## src/rtl/chip1_tinyml.sv

```systemverilog
// chip1_tinyml: registered multiply-accumulate, y <= a*b + c, with optional
// two's complement operands and saturating or wrapping overflow.

// One partial-product row of the shift-and-add array: the (sign-extended)
// multiplicand shifted into place, gated by one multiplier bit. The row that
// carries the multiplier's sign bit has negative weight in signed mode.
module chip1_tinyml_pp_row #(
  parameter int P_W   = 16,
  parameter int SHIFT = 0,
  parameter bit NEG   = 1'b0
) (
  input  logic [P_W-1:0] a_ext,
  input  logic           b_bit,
  output logic [P_W-1:0] row
);
  logic [P_W-1:0] shifted;

  // Gate the shifted multiplicand; the sign row subtracts instead of adding.
  always_comb begin
    shifted = a_ext << SHIFT;
    row     = '0;
    if (b_bit) row = NEG ? -shifted : shifted;
  end
endmodule

module chip1_tinyml #(
  parameter int A_W      = 8,
  parameter int B_W      = 8,
  parameter int ACC_W    = 16,
  parameter int SIGNED   = 0,
  parameter int SATURATE = 1
) (
  input  logic             clk,
  input  logic             reset,
  input  logic [A_W-1:0]   a,
  input  logic [B_W-1:0]   b,
  input  logic [ACC_W-1:0] c,
  output logic [ACC_W-1:0] y
);
  localparam int P_W = A_W + B_W;   // full product width
  localparam int S_W = ACC_W + 1;   // sum width, one guard bit for overflow

  logic                      a_sx;
  logic [P_W-1:0]            a_ext;
  logic [B_W-1:0][P_W-1:0]   pp;
  logic [P_W-1:0]            prod;
  logic [S_W-1:0]            p_ext;
  logic [S_W-1:0]            c_ext;
  logic [S_W-1:0]            s;
  logic [ACC_W-1:0]          y_d;
  logic [ACC_W-1:0]          y_q;

  // Multiplicand widened to product width; the product is taken modulo 2^P_W,
  // which is exact because a signed A_W x B_W product always fits in P_W bits.
  always_comb begin
    a_sx  = (SIGNED != 0) && a[A_W-1];
    a_ext = {{B_W{a_sx}}, a};
  end

  for (genvar i = 0; i < B_W; i++) begin : g_row
    chip1_tinyml_pp_row #(
      .P_W  (P_W),
      .SHIFT(i),
      .NEG  ((SIGNED != 0) && (i == B_W - 1))
    ) u_row (
      .a_ext(a_ext),
      .b_bit(b[i]),
      .row  (pp[i])
    );
  end

  // Reduce the partial-product rows and add c with one guard bit.
  always_comb begin
    prod = '0;
    for (int i = 0; i < B_W; i++) prod = prod + pp[i];
    p_ext = {{(S_W - P_W){(SIGNED != 0) && prod[P_W-1]}}, prod};
    c_ext = {(SIGNED != 0) && c[ACC_W-1], c};
    s     = p_ext + c_ext;
  end

  // Overflow handling: a set guard bit means unsigned overflow; differing
  // top two bits mean signed overflow, with the guard bit giving direction.
  always_comb begin
    y_d = s[ACC_W-1:0];
    if (SATURATE != 0) begin
      if (SIGNED != 0) begin
        if (s[ACC_W] != s[ACC_W-1])
          y_d = s[ACC_W] ? {1'b1, {(ACC_W-1){1'b0}}} : {1'b0, {(ACC_W-1){1'b1}}};
      end else if (s[ACC_W]) begin
        y_d = '1;
      end
    end
  end

  // Result register; reset wins over any operands present that cycle.
  always_ff @(posedge clk) begin
    if (reset) y_q <= '0;
    else       y_q <= y_d;
  end

  assign y = y_q;
endmodule

```

## config.mk

```make
export PLATFORM = sky130hd
export DESIGN_NAME = chip1_tinyml
export DESIGN_NICKNAME = d
export VERILOG_FILES = /design/src/rtl/chip1_tinyml.sv
export SDC_FILE = /design/constraint.sdc
export NUM_CORES = 1
export LEC_CHECK = 0
export CAP_MARGIN = 20
export CELL_PAD_IN_SITES_DETAIL_PLACEMENT = 1
export CELL_PAD_IN_SITES_GLOBAL_PLACEMENT = 1
export CORE_MARGIN = 2
export CORE_UTILIZATION = 42
export DETAILED_ROUTE_END_ITERATION = 6
export GPL_ROUTABILITY_DRIVEN = 0
export PLACE_DENSITY = 0.83
export SLEW_MARGIN = 25
export SYNTH_ARGS = -nofsm -noshare
export SYNTH_HDL_FRONTEND = slang
export SYNTH_SLANG_ARGS = --single-unit
```

## constraint.sdc

```tcl
create_clock -name clk -period 7.7 [get_ports clk]
set_input_delay 1.54 -clock clk [delete_from_list [all_inputs] [get_ports clk]]
set_output_delay 1.54 -clock clk [all_outputs]
set_load 0.05 [all_outputs]
```

==> key figures, run 1 <==
Cells and area
  – Fraction of layout cells with a size suffix above 1: approximately 2.7%
  – Final design utilization: around 52%
  – ANT cells: 0
  – Biggest register: y
  – Final nets: around 540
  – Most frequent cells in the layout: 52 x and2_1, 49 x clkdlybuf4s50_1, 48 x ha_1
  – Filler cell count: slightly below 900
  – Max reg flops: 16
  – Area grow syn2layout: 21.4%
  – Commonest non-fill, non-tap cell in the layout: and2_1
  – Largest registers: y x16

Pwr
  – Switching Fraction: ~54%
  – Combinational power share: between 80 and 90%
  – Leakage: roughly 1.8 nW
  – Clk pwr share: approximately 4.8%
  – Psw: 0.000824 W
  – Maximum VDD drop: around 0.00015 V
  – Internal Power: 0.000706 W
  – Sequential fraction of design power: 8.8%
  – Cell Pwr Density: 402 nW/um^2

Synthesis
  – Register area share after synthesis: slightly above 10%
  – Yosys reg bits: 16
  – Mapped Nets: about 480
  – Cell variety after synth: 42
  – Main flop type after synthesis: dfxtp_1
  – Synth warn: 0
  – Syn avg cell area: around 8.7 um^2
  – Ys async rst share: 0%
  – Post-synthesis instance area: 3130 um^2
  – Post-synth EDFFs: 0
  – Mapped Cells: ~360

Floorplanning
  – Die area: roughly 8200 um^2
  – Die W: ~90 um
  – Core Rows: 31
  – Initial Util: about 43%
  – Chip height: about 90 um
  – # IOs: 50
  – Core area: 7250 um^2

Worst setup path
  – Worst EP arrival: about 7.4 ns
  – Crit Path Class: input pin to flop
  – CP endpoint kind: flop
  – Critical path required time: approximately 7.8 ns
  – Worst setup SP type: input pin
  – CP max FO: 11

STA
  – Slew HR: a little under three fifths
  – Worst-Margin Slew: between 0.6 and 0.7 ns
  – Final hold vios: 0
  – Final setup violation count: 0
  – Max Fclk: around 0.14 GHz
  – Hold WS: about 2.1 ns
  – RSZ-0062 raised after global routing: false
  – Fin Setup TNS: 0 ns
  – Fin. max-slew vios: 0
  – Fin crit period: 7.33 ns
  – Period utilization: between 90% and 100%

Clock tree
  – CTS Hold Bufs: 0
  – Post-CTS Resized: 0
  – Clk pin slew, worst setup/hold paths: 0.06 ns
  – Clock tree buffer depth: 2
  – H-tree depth: 1
  – CTS sink cnt: 16
  – Root Buffer: clkbuf_8
  – Post-CTS Setup Bufs: 0
  – CTS Buf Count: 3
  – TritonCTS clock tree: done

Route
  – Routed WL per cell: ~16 um
  – TritonRoute pass-1 iters: 4
  – Drc violations: 0
  – Via count: around 2700
  – Total Wirelength: 8110 um
  – Drt via density: around 5.2
  – ANT nets after route: 0
  – Drt initial violations: 52

Place
  – Dpl hpwl: 6740 um
  – Port Buffers: just under 50

GRT
  – First-pass GRT wire length: ~14000 um
  – Largest net degree at the start of global routing: 19
  – GRT Overall Usage: between 20% and 30%
  – Grt ovf: 0
  – Initial antenna violation count: 0
  – Vias in the first global route: 3000

Status
  – Status: completed

Min path
  – Min-Delay Path Class: input pin to flop

Flow run
  – Maxcap violations: 0
## Yosys cell counts (2+ instances only)
master	instances	area, um^2
nand3b_1	2	15.0
xor2_1	5	43.8
o21ai_0	10	50.1
nor3_1	8	40.0
a21o_1	3	22.5
xnor2_1	12	105
a2111oi_0	2	17.5
fa_1	39	781
or4_1	2	15.0
and2_1	52	325
ha_1	48	601
o21bai_1	2	15.0
dfxtp_1	16	320
nor4_1	3	18.8
nand3_1	3	15.0
a31oi_1	2	12.5
inv_1	44	165
nand2_1	30	113
nor2_1	19	71.3
o21a_1	3	22.5
a21oi_1	28	140
o21ai_1	2	10.0
a211oi_1	3	22.5
o31ai_1	4	30.0
nor2b_1	3	18.8
## area by class of cell
cell class,instances,area [um^2],area share [%]
Multi-Input combinational cell,299,2640,69.3
Timing Repair Buffer,51,505,13.3
Sequential cell,16,320,8.42
Inverter,44,165,4.34
Tap cell,99,124,3.26
Clock buffer,4,55.1,1.45
## power groups by stage
stage	registers [W]	logic (W)	clock network, W
floorplan	0.000265	0.000861	0
global placement	0.000135	0.00126	0
detailed placement	0.000137	0.00130	0
CTS	0.000135	0.00133	0.0000747
global route	0.000137	0.00147	0.0000792
finish	0.000135	0.00132	0.0000728
## kinds of logic (layout without fill, tap and decap cells)
group                    after synthesis  after routing  share of synthesized area [%]
AND/OR/NAND/NOR                      126            126                           21.3
AO/OA/AOI/OAI                         67             67                           13.3
multiplexers                           2              2                          0.679
buffers and inverters                 47             99                           5.67
XOR/XNOR                              17             17                           4.75
flip-flops                            16             16                           10.2
adder cells (fa/ha/maj)               87             87                           44.1
## critical path: stages
cell,delay [ns]
clkdlybuf4s50_1,0.56
and2_1,0.23
fa_1,0.51
fa_1,0.54
fa_1,0.55
inv_1,0.06
fa_1,0.54
inv_1,0.04
ha_1,0.32
a21o_1,0.18
a21oi_2,0.17
o21ai_1,0.11
or4_1,0.43
nand2_1,0.14
xnor2_1,0.14
ha_1,0.31
a21oi_1,0.23
o21bai_1,0.10
a21oi_1,0.21
a21boi_1,0.22
buf_4,0.21
a21oi_1,0.08
## metal layers
metal | vias up | share of wire (%) | track usage (%)
li1 | 1316 | - | -
met1 | 1343 | 41 | 23.5
met2 | 31 | 57 | 41.0
met3 | 2 | 1.9 | 2.25
met4 | 0 | 0.17 | 0.769
met5 | - | 0 | 0
## worst paths after layout
path / from / endpoint / slack [ns] / cells past startpoint
worst max-delay path: a[7] / y[0] / 0.37 / 22
worst min-delay path: c[0] / y[0] / 2.13 / 4
## through the flow
step                instances  power (W)  instance area [um^2]  worst slack (ns)
floorplan                 362    0.00113                  3130              1.04
global placement          509    0.00140                  3750             0.347
detailed placement        509    0.00144                  3750             0.131
CTS                       513    0.00154                  3800             0.344
global route              513    0.00169                  3800            0.0489
finish                    513    0.00153                  3800             0.369
(Power assumes the default switching activity.)
==> inputs of run 2 (changes only) <==
- SLEW_MARGIN: 25 -> 10
- TNS_END_PERCENT: not set -> 50
==> results of run 2 <==
The final DEF is identical to that of run 1; final timing and power are the same.
==> inputs of run 3 (changes only) <==
- CORE_UTILIZATION: 42 -> 49
- DONT_BUFFER_PORTS: not set -> 1
- PLACE_DENSITY: 0.83 -> 0.81
==> key figures, run 3 (synthesized netlist as in run 1, its figures left out) <==
Floorplanning
  – Chip height: 84.0 um (was 90.4 um)
  – Die W: 84.0 um (was 90.4 um)
  – Core area: 6280 um^2 (was 7250 um^2)
  – Initial Util: 49.9% (was 43.2%)
  – Core Rows: 29 (was 31)
  – Die area: 7050 um^2 (was 8170 um^2)
  – # IOs: 50 (unchanged)

STA
  – Max Fclk: 0.147 GHz (was 0.136 GHz)
  – Worst-Margin Slew: 0.615 ns (was 0.638 ns)
  – Hold WS: 1.36 ns (was 2.13 ns)
  – Final hold vios: 0 (unchanged)
  – Slew HR: 57.9% (was 57.4%)
  – Period utilization: 88.1% (was 95.2%)
  – Fin crit period: 6.79 ns (was 7.33 ns)
  – Fin. max-slew vios: 0 (unchanged)
  – Setup ws final: 0.914 ns (was 0.369 ns)
  – RSZ-0062 raised after global routing: false (unchanged)
  – Fin Setup TNS: 0 ns (unchanged)
  – Final setup violation count: 0 (unchanged)

Cells and area
  – Most frequent cells in the layout: 52 x and2_1, 48 x ha_1, 44 x inv_1 (was 52 x and2_1, 49 x clkdlybuf4s50_1, 48 x ha_1)
  – ANT cells: 0 (unchanged)
  – Commonest non-fill, non-tap cell in the layout: and2_1 (unchanged)
  – Final nets: 486 (was 536)
  – Reg area: 320 um^2 (unchanged)
  – Fraction of layout cells with a size suffix above 1: 2.75% (was 2.66%)
  – Filler cell count: 749 (was 884)
  – Area grow syn2layout: 4.67% (was 21.4%)
  – Largest registers: y x16 (unchanged)
  – Final design utilization: 52.2% (was 52.5%)
  – Footprint of the multi-input gates: 2640 um^2 (unchanged)
  – Max reg flops: 16 (unchanged)
  – Biggest register: y (unchanged)

Flow run
  – Maxcap violations: 0 (unchanged)

Route
  – Total Wirelength: 6940 um (was 8110 um)
  – TritonRoute pass-1 iters: 4 (unchanged)
  – Drc violations: 0 (unchanged)
  – ANT nets after route: 0 (unchanged)
  – Routed WL per cell: 15.7 um (was 15.8 um)
  – Drt via density: 5.61 (was 5.25)
  – Via count: 2473 (was 2692)
  – Drt initial violations: 55 (was 52)

Clock tree
  – Clk pin slew, worst setup/hold paths: 0.06 ns (about the same)
  – CTS sink cnt: 16 (unchanged)
  – Post-CTS Setup Bufs: 0 (unchanged)
  – TritonCTS clock tree: done (unchanged)
  – CTS Buf Count: 3 (unchanged)
  – CTS Hold Bufs: 0 (unchanged)
  – Post-CTS Resized: 0 (unchanged)
  – Root Buffer: clkbuf_8 (unchanged)
  – Clock tree buffer depth: 2 (unchanged)
  – H-tree depth: 1 (unchanged)

Worst setup path
  – CP endpoint kind: flop (unchanged)
  – Crit Path Class: input pin to flop (unchanged)
  – Worst EP arrival: 6.91 ns (was 7.43 ns)
  – Critical path required time: 7.83 ns (was 7.80 ns)
  – CP max FO: 11 (unchanged)
  – Worst setup SP type: input pin (unchanged)

Min path
  – Hold Path Depth: 1 (was 4)
  – Hold path startpoint: reset (was c[0])
  – Min-Delay Path Class: input pin to flop (unchanged)
  – Worst Hold Endpoint: y[9] (was y[0])

Place
  – Dpl hpwl: 6100 um (was 6740 um)
  – Dpl ws: 0.688 ns (was 0.131 ns)
  – Port Buffers: 0 (was 49)

GRT
  – Initial antenna violation count: 0 (unchanged)
  – GRT Overall Usage: 20.9% (was 20.1%)
  – Vias in the first global route: 2752 (was 3000)
  – Grt ovf: 0 (unchanged)
  – First-pass GRT wire length: 12300 um (was 13600 um)
  – Largest net degree at the start of global routing: 19 (unchanged)

Status
  – Status: completed (unchanged)

Pwr
  – Cell Pwr Density: 429 nW/um^2 (was 402 nW/um^2)
  – Design Power: 0.00141 W (was 0.00153 W)
  – Leakage: 1.59 nW (was 1.78 nW)
  – Maximum VDD drop: 0.000304 V (was 0.000155 V)
==> run 3: final cells by class <==
type,instances,area share (%)
well taps,77,2.94
clock buffers,4,1.68
multi-input cells,299,80.4
flip-flops and latches,16,9.77
inverters,44,5.04
repair buffers,1,0.229
==> run 3: stage by stage <==
step                      std cells  area, um^2
after floorplan                 362        3130
after global placement          437        3220
after detailed placement        437        3220
after CTS                       441        3280
after global routing            441        3280
final                           441        3280
==> run 3: worst max-delay path, stage by stage <==
cell and delay [ns]:
and2_1 0.15, fa_1 0.55, inv_1 0.06, fa_1 0.43, inv_1 0.09, fa_1 0.42
ha_1 0.31, ha_1 0.24, fa_1 0.41, a21o_1 0.20, a21oi_2 0.18, o21ai_1 0.12
or4_1 0.43, nand2_1 0.12, xnor2_1 0.13, ha_1 0.31, a21oi_1 0.24, o21bai_1 0.11
a21oi_1 0.33, a21boi_1 0.24, buf_4 0.20, a21oi_1 0.08
==> run 3: worst max path at each step <==
stage / from / end / slack, ns / depth (start not counted)
final: a[4] / y[7] / 0.91 / 22
after global routing: a[4] / y[7] / 0.57 / 22
after CTS: b[0] / y[7] / 0.91 / 21
after detailed placement: b[0] / y[3] / 0.69 / 21
after global placement: b[0] / y[1] / 0.85 / 21
after floorplan: b[0] / y[1] / 1.04 / 21
==> run 3: routing by layer <==
layer | up-vias | share of wire (%) | wire length, um | GRT usage (%)
li1 | 1215 | - | - | -
met1 | 1212 | 44 | 3080 | 25.8
met2 | 38 | 51 | 3520 | 38.2
met3 | 8 | 3.8 | 262 | 4.25
met4 | 0 | 1.1 | 78 | 2.93
met5 | - | 0 | 0 | 0
==> run 3: where the power goes <==
part	internal, W	leakage, nW	switching, W
logic	0.000460	1.43	0.000607
registers	0.000125	0.134	0.000142
clock network	0.0000453	0.0288	0.0000259
total	0.000631	1.59	0.000775
